===== config.mk =====
export PLATFORM = sky130hd
export DESIGN_NAME = accel_servo_cmd
export DESIGN_NICKNAME = d
export VERILOG_FILES = /design/src/rtl/accel_servo_cmd.sv
export SDC_FILE = /design/constraint.sdc
export NUM_CORES = 1
export LEC_CHECK = 0
export CAP_MARGIN = 15
export CORE_ASPECT_RATIO = 0.8
export CORE_MARGIN = 2
export CORE_UTILIZATION = 55
export CTS_BUF_LIST = sky130_fd_sc_hd__clkbuf_4 sky130_fd_sc_hd__clkbuf_8
export DETAILED_ROUTE_END_ITERATION = 10
export PLACE_DENSITY_LB_ADDON = 0.3
export SETUP_SLACK_MARGIN = 0.4
export SYNTH_ARGS = -nofsm -noshare
export SYNTH_HDL_FRONTEND = slang
export SYNTH_SLANG_ARGS = --single-unit

===== constraint.sdc =====
create_clock -name clk -period 7.2 [get_ports clk]
set_clock_uncertainty 0.05 [all_clocks]
set_input_delay 2.16 -clock clk [delete_from_list [all_inputs] [get_ports clk]]
set_output_delay 2.16 -clock clk [all_outputs]
set_load 0.03 [all_outputs]

===== src/rtl/accel_servo_cmd.sv =====
// Per-axis servo command conditioning: boxcar average, clamp, linear map to pulse width,
// and per-frame slew limiting of the commanded width.
module accel_servo_cmd #(
    parameter int AVG_LOG2     = 3,
    parameter int IN_MIN       = -256,
    parameter int IN_SPAN_LOG2 = 9,
    parameter int PW_MIN       = 50000,
    parameter int PW_MAX       = 100000,
    parameter int STEP_MAX     = 500,
    parameter int FRAME        = 1000000
) (
    input  logic               clk,
    input  logic               rst,
    input  logic               en,
    input  logic               sample_valid,
    input  logic signed [15:0] sample,
    output logic        [16:0] pw_out,
    output logic               pw_valid,
    output logic               frame_tick
);

    localparam int ACC_W  = 16 + AVG_LOG2;
    localparam int PROD_W = IN_SPAN_LOG2 + 17;
    localparam int FC_W   = (FRAME > 1) ? $clog2(FRAME) : 1;

    localparam logic signed [15:0]   L_IN_MIN    = 16'(IN_MIN);
    localparam logic signed [15:0]   L_IN_MAX    = 16'(IN_MIN + (1 << IN_SPAN_LOG2) - 1);
    localparam logic        [16:0]   L_PW_MIN    = 17'(PW_MIN);
    localparam logic        [16:0]   L_PW_RANGE  = 17'(PW_MAX - PW_MIN);
    localparam logic        [16:0]   L_PW_CENTER = 17'((PW_MIN + PW_MAX) / 2);
    localparam logic signed [17:0]   L_STEP      = 18'(STEP_MAX);
    localparam logic        [16:0]   L_STEP_U    = 17'(STEP_MAX);
    localparam logic [FC_W-1:0]      L_FC_LAST   = FC_W'(FRAME - 1);
    localparam logic [AVG_LOG2-1:0]  L_CNT_LAST  = {AVG_LOG2{1'b1}};

    logic signed [ACC_W-1:0]        r_acc;
    logic        [AVG_LOG2-1:0]     r_cnt;
    logic signed [15:0]             r_avg;
    logic                           r_avg_vld;
    logic        [IN_SPAN_LOG2-1:0] r_off;
    logic                           r_off_vld;
    logic        [16:0]             r_target;
    logic        [FC_W-1:0]         r_fcnt;
    logic        [16:0]             r_pw;
    logic                           r_pw_valid;
    logic                           r_frame_tick;

    logic signed [ACC_W-1:0]        w_sum;
    logic signed [15:0]             w_clamped;
    logic        [IN_SPAN_LOG2-1:0] w_off;
    logic        [PROD_W-1:0]       w_prod;
    logic        [16:0]             w_target_new;
    logic signed [17:0]             w_diff;
    logic        [16:0]             w_pw_next;

    // Dropping the low AVG_LOG2 bits of the signed sum is the arithmetic shift (floor).
    assign w_sum = r_acc + {{AVG_LOG2{sample[15]}}, sample};

    // Stage 1: accumulate accepted samples and register the batch average.
    always_ff @(posedge clk) begin
        if (rst) begin
            r_acc     <= '0;
            r_cnt     <= '0;
            r_avg     <= '0;
            r_avg_vld <= 1'b0;
        end else if (!en) begin
            r_acc     <= '0;
            r_cnt     <= '0;
            r_avg_vld <= 1'b0;
        end else if (sample_valid) begin
            if (r_cnt == L_CNT_LAST) begin
                r_acc     <= '0;
                r_cnt     <= '0;
                r_avg     <= w_sum[ACC_W-1:AVG_LOG2];
                r_avg_vld <= 1'b1;
            end else begin
                r_acc     <= w_sum;
                r_cnt     <= r_cnt + 1'b1;
                r_avg_vld <= 1'b0;
            end
        end else begin
            r_avg_vld <= 1'b0;
        end
    end

    // Limit the average to the accepted input window.
    always_comb begin
        w_clamped = r_avg;
        if (r_avg < L_IN_MIN) begin
            w_clamped = L_IN_MIN;
        end else if (r_avg > L_IN_MAX) begin
            w_clamped = L_IN_MAX;
        end else begin
            w_clamped = r_avg;
        end
    end

    assign w_off = IN_SPAN_LOG2'(w_clamped - L_IN_MIN);

    // Stage 2: register the offset from the bottom of the input window.
    always_ff @(posedge clk) begin
        if (rst) begin
            r_off     <= '0;
            r_off_vld <= 1'b0;
        end else begin
            r_off     <= w_off;
            r_off_vld <= r_avg_vld & en;
        end
    end

    assign w_prod       = PROD_W'(r_off) * PROD_W'(L_PW_RANGE);
    assign w_target_new = 17'(w_prod >> IN_SPAN_LOG2) + L_PW_MIN;

    // Stage 3: target width; a disabled axis is parked at center.
    always_ff @(posedge clk) begin
        if (rst) begin
            r_target <= L_PW_CENTER;
        end else if (!en) begin
            r_target <= L_PW_CENTER;
        end else if (r_off_vld) begin
            r_target <= w_target_new;
        end else begin
            r_target <= r_target;
        end
    end

    // Free-running frame counter.
    always_ff @(posedge clk) begin
        if (rst) begin
            r_fcnt <= '0;
        end else if (r_fcnt == L_FC_LAST) begin
            r_fcnt <= '0;
        end else begin
            r_fcnt <= r_fcnt + 1'b1;
        end
    end

    assign w_diff = $signed({1'b0, r_target}) - $signed({1'b0, r_pw});

    // Move at most STEP_MAX toward the target per frame.
    always_comb begin
        w_pw_next = r_target;
        if (w_diff > L_STEP) begin
            w_pw_next = r_pw + L_STEP_U;
        end else if (w_diff < -L_STEP) begin
            w_pw_next = r_pw - L_STEP_U;
        end else begin
            w_pw_next = r_target;
        end
    end

    // Frame-boundary update of the commanded width and its strobes.
    always_ff @(posedge clk) begin
        if (rst) begin
            r_pw         <= L_PW_CENTER;
            r_pw_valid   <= 1'b0;
            r_frame_tick <= 1'b0;
        end else if (r_fcnt == L_FC_LAST) begin
            r_pw         <= w_pw_next;
            r_pw_valid   <= 1'b1;
            r_frame_tick <= 1'b1;
        end else begin
            r_pw_valid   <= 1'b0;
            r_frame_tick <= 1'b0;
        end
    end

    assign pw_out     = r_pw;
    assign pw_valid   = r_pw_valid;
    assign frame_tick = r_frame_tick;

endmodule


; Yosys cells after proc, flatten, opt, wreduce, memory -nomap -nowiden
; Index checks and enable logic that the tools add are counted.
[totals]
reg_bits = 104
in_bits = 20
[classes]
add_sub_neg = 8
n_mul = 1
n_lt_le_gt_ge = 4
eq_ne = 2
n_mux = 8
bitwise = 3
reduce_logical = 4
[ops]
columns = cell, count
row1 = 17-bit 2-to-1 mux, 2
row2 = "9-bit by 12-bit multiplier with 21-bit output, second input constant", 1
row3 = "20-bit by 1-bit adder with 20-bit output, second input constant", 1
row4 = "20-bit == test, second input constant", 1
row5 = 19-bit adder, 1
row6 = 19-bit 2-to-1 mux, 1
row7 = "18-bit by 10-bit greater-than comparator with 1-bit output, second input constant", 1
row8 = "18-bit by 10-bit less-than comparator with 1-bit output, second input constant", 1
row9 = 9-bit 2-to-1 mux, 2
row10 = 17-bit by 17-bit subtractor with 18-bit output, 1
row11 = "16-bit by 16-bit adder with 17-bit output, second input constant", 1
row12 = "17-bit by 9-bit adder with 17-bit output, second input constant", 1
row13 = "17-bit by 9-bit subtractor with 17-bit output, second input constant", 1
row14 = "16-bit by 9-bit greater-than comparator with 1-bit output, second input constant", 1
row15 = "16-bit by 9-bit less-than comparator with 1-bit output, second input constant", 1
row16 = "9-bit subtractor, second input constant", 1
row17 = 2-bit OR reduction, 2
row18 = "3-bit by 1-bit adder with 3-bit output, second input constant", 1
row19 = "3-bit == test, second input constant", 1
row20 = 3-bit 2-to-1 mux, 1
row21 = 3-bit AND reduction, 1
row22 = 3-bit OR reduction, 1
row23 = 1-bit 2-to-1 mux, 2
row24 = 1-bit inverter, 2
row25 = 1-bit AND, 1

; Longest topological paths before layout
[depth]
word_depth = 4
ltp_mapped = 20
depth_no_buf = 20

; Worst setup path after synthesis
; Ideal clock, no wire load.
[synth_path]
path_type = input port to flip-flop
start = input port sample[0]
end = register r_avg[15]
arrival_ns = 4.570
required_ns = 7.064
slack_ns = 2.495
path_stages = 13
cell_sequence = ha_1 > inv_1 > fa_1 > nor2b_1 > o21ai_0 > a21boi_0 > o21bai_1 > a311o_1 > a31oi_1 > mux2i_1 > nand2_1 > xnor2_1 > a211oi_1
[synth_via]
elab_chain_cells = 1
[synth_lines]
columns = item, line
row1 = from (decl), 16  ; input logic signed [15:0] sample,
row2 = 19-bit adder, 57  ; assign w_sum = r_acc + {{AVG_LOG2{sample[15]}}, sample};
row3 = to (signal assigned), 74  ; r_avg <= w_sum[ACC_W-1:AVG_LOG2];
row4 = to (decl), 38  ; logic signed [15:0] r_avg;
; No other way between the ends.
; A chain may end at the register's enable or synchronous reset.

; Final worst setup path
[layout_path]
start = register r_off[1]
end = register r_target[16]
[layout_via]
elab_chain_cells = 2
[layout_lines]
columns = item, line
row1 = from (decl), 40  ; logic [IN_SPAN_LOG2-1:0] r_off;
row2 = from (signal assigned), 106  ; r_off <= w_off;
row3 = 9-bit by 12-bit multiplier with 21-bit output, 111  ; assign w_prod = PROD_W'(r_off) * PROD_W'(L_PW_RANGE);
row4 = 16-bit by 16-bit adder with 17-bit output, 112  ; assign w_target_new = 17'(w_prod >> IN_SPAN_LOG2) + L_PW_MIN;
row5 = to (signal assigned), 121  ; r_target <= w_target_new;
row6 = to (signal assigned), 123  ; r_target <= r_target;
row7 = to (decl), 42  ; logic [16:0] r_target;
; No other way between the ends.

==> results.py <==
metrics = {
    "status": {
        "status": "complete, no violations",
    },
    "route": {
        "num_vias": 7513,
        "drt-total-wl_um": 19290,
        "wl_per_cell_um": 15.28,
        "ant_nets": 0,
        "vias_per_cell": 5.949,
        "remaining_drc_errors": 0,
        "drtIter0Drc": 583,
        "dr.pass1.iters": 5,
    },
    "placed_design": {
        "place_inst": 1247,
        "numPortBuffers": 38,
        "place_hpwl_um": 14990,
        "finalWeightedCongestion": 0.8962,
    },
    "synth": {
        "yosysTopAreaCell": "dfxtp_1",
        "synthCells": 1051,
        "synth_cell_types": 84,
        "synth.avg_cell_area_um2": 8.021,
        "synthTopCellsByArea": "dfxtp_1 (25%), ha_1 (14%), nor2_1 (5.8%), fa_1 (4.3%), inv_1 (3.8%)",
        "async_flop_share": 0,
        "yosys_warnings": 0,
        "synth_seq_cells": 104,
        "syn-num-nets": 1185,
        "ys_seq_area_frac": 0.2470,
        "synth_area_um2": 8431,
        "yosysTopAreaCellShare": 0.2470,
        "synth_edf_count": 0,
        "synth_flop_cell": "dfxtp_1",
    },
    "pwr": {
        "ir_worst_vdd_mv": 0.1057,
        "p_total_mw": 1.067,
        "powerDensity_nw_per_um2": 116.9,
        "leakagePower_nw": 3.987,
    },
    "critical_path": {
        "start_kind": "flip-flop",
        "path_max_fanout": 4,
        "startpoint": "r_off[1]",
        "end_kind": "flip-flop",
        "ff2ff_path_depth": 18,
        "critPathKind": "flip-flop to flip-flop",
        "r2r_slack_ns": 2.06,
        "timing.rr.start": "r_off[1]",
        "endpoint": "r_target[16]",
        "required_ns": 7.44,
        "crit_arrival_ns": 5.38,
        "reg2reg_to": "r_target[16]",
    },
    "final_layout": {
        "nNetsFinal": 1203,
        "seqCellArea_um2": 2082,
        "fillers": 1316,
        "multiInputGateArea_um2": 5877,
        "syn_to_final_growth_pct": 8.252,
        "drive_gt1_frac": 0.03818,
        "insertedDiodeCount": 0,
        "fin_cells": 1263,
    },
    "timing": {
        "finalMaxSlewViolations": 0,
        "hold_viol_final": 0,
        "timing.slew.headroom": 0.3080,
        "tightest_slew_ns": 1.034,
        "finalSetupViolCount": 0,
        "finalSetupTns_ns": 0,
        "fin_crit_sh": 0.7146,
        "rsz0062_at_grt": "false",
        "fmax_mhz": 194.4,
        "period_needed_ns": 5.145,
    },
    "hold_path": {
        "min_path_type": "flip-flop to flip-flop",
    },
    "global_routing": {
        "grt_pass1_wl_um": 32610,
        "grt_max_degree": 37,
        "groute.usage.overall": 0.2422,
        "antenna_found_initial": 0,
        "grt_pass1_vias": 6727,
        "overflow": 0,
    },
    "floorplan": {
        "io_pins": 39,
        "die_area_um2": 16340,
        "start_util": 0.5615,
        "die_y_um": 114.7,
        "rows": 40,
        "die_w_um": 142.4,
        "coreArea_um2": 15010,
    },
    "clock_tree": {
        "hold_buffers": 0,
        "postCtsSetupRepairBufs": 0,
        "numCtsBuffers": 9,
        "clk_latency_ns": 0.39,
        "path_clk_slew_ns": 0.12,
        "htreeDepth": 3,
        "cts_tree": "done",
        "cts-root-buf": "clkbuf_8",
        "clk_path_buf_depth": 2,
        "cts_resized": 0,
        "cts.sinks": 104,
    },
    "job": {
        "maxCapViolCount": 0,
    },
}
metrics by stage:
step | cell area, um^2 | utilization | worst slack, ns | hold slack, ns
6_report | 9126 | 0.6078 | 2.055 | 0.3956
3_5_place_dp | 8932 | 0.5949 | 1.747 | 0.3597
4_1_cts | 9126 | 0.6078 | 2.026 | 0.3911
5_1_grt | 9126 | 0.6078 | 1.647 | 0.4062
3_3_place_gp | 8932 | 0.5949 | 1.799 | 0.3562
2_1_floorplan | 8431 | - | 2.495 | 0.3557
registers in the layout, summed over array words and instances, names as in the netlist:
signal      cells
r_cnt           3
frame_tick      1
r_off_vld       1
r_target       17
r_fcnt         20
r_off           9
r_acc          19
r_avg          16
pw_out         17
r_avg_vld       1
routing by layer:
| metal | global-route usage | up-vias | share of wire |
|---|---|---|---|
| met5 | 0 | - | 0 |
| met4 | 0.04356 | 0 | 0.011 |
| met3 | 0.04540 | 27 | 0.062 |
| met2 | 0.3626 | 233 | 0.42 |
| met1 | 0.3676 | 3437 | 0.51 |
| li1 | - | 3816 | - |
kinds of logic (layout without fill, tap and decap cells):
logic type | Yosys count | count (layout) | share of synthesized area
compound gates | 256 | 256 | 0.2056
simple gates | 376 | 376 | 0.2213
flops | 104 | 104 | 0.2470
xor+xnor | 62 | 62 | 0.06441
mux | 17 | 17 | 0.02063
fa+ha+maj | 114 | 114 | 0.1852
buf+inv | 122 | 145 | 0.05595
cells in the final DEF, fill, tap and decap left out, drive strengths merged, types with 34 or more instances in the layout:
| master | synthesis | final |
|---|---|---|
| clkdlybuf4s50 | 0 | 38 |
| nand2 | 68 | 68 |
| xnor2 | 35 | 35 |
| nand3 | 34 | 34 |
| ha | 96 | 96 |
| inv | 86 | 89 |
| dfxtp | 104 | 104 |
| a21oi | 60 | 60 |
| nor2 | 132 | 132 |
| o21ai | 47 | 47 |
worst min-delay path by stage:
stage | slack [ns] | depth (start not counted) | startpoint | endpoint
5_1_grt | 0.41 | 1 | r_avg_vld | r_off_vld
4_1_cts | 0.39 | 1 | r_avg_vld | r_off_vld
2_1_floorplan | 0.36 | 1 | r_avg_vld | r_off_vld
3_5_place_dp | 0.36 | 1 | r_avg_vld | r_off_vld
6_report | 0.40 | 1 | r_avg_vld | r_off_vld
3_3_place_gp | 0.36 | 1 | r_avg_vld | r_off_vld
power breakdown:
group,switching [mW],internal [mW],leakage [nW]
registers,0.00484,0.582,0.841
clock network,0.231,0.139,0.0996
logic,0.0625,0.0476,3.05
total,0.299,0.768,3.99
synthesized netlist by cell type (all sizes together) (18+ instances only):
| master | count |
|---|---|
| nand3 | 34 |
| nor2 | 132 |
| a21oi | 60 |
| o21ai | 47 |
| ha | 96 |
| nand2 | 68 |
| inv | 86 |
| xnor2 | 35 |
| clkbuf | 29 |
| nor3 | 24 |
| fa | 18 |
| xor2 | 27 |
| dfxtp | 104 |
final cells by class:
cell class	count	area share
Sequential cell	104	0.2281
Tap cell	189	0.02591
Clock buffer	10	0.01440
Multi-Input combinational cell	825	0.6440
Inverter	87	0.03578
Timing Repair Buffer	42	0.04497
Clock inverter	6	0.006855
critical path: stages, from the launching register on:
cell and delay [ns]:
dfxtp_1 0.40, inv_1 0.07, ha_1 0.30, inv_1 0.10, fa_1 0.44, ha_1 0.33, fa_1 0.51, ha_1 0.33
a211oi_1 0.37, o21bai_1 0.13, a21oi_1 0.18, xnor2_1 0.10, ha_1 0.22, o41a_1 0.47, a211oi_1 0.36, nor2_1 0.13
a31oi_1 0.22, nand3b_1 0.11, a21o_1 0.20
Power figures use the tool's default switching activity.
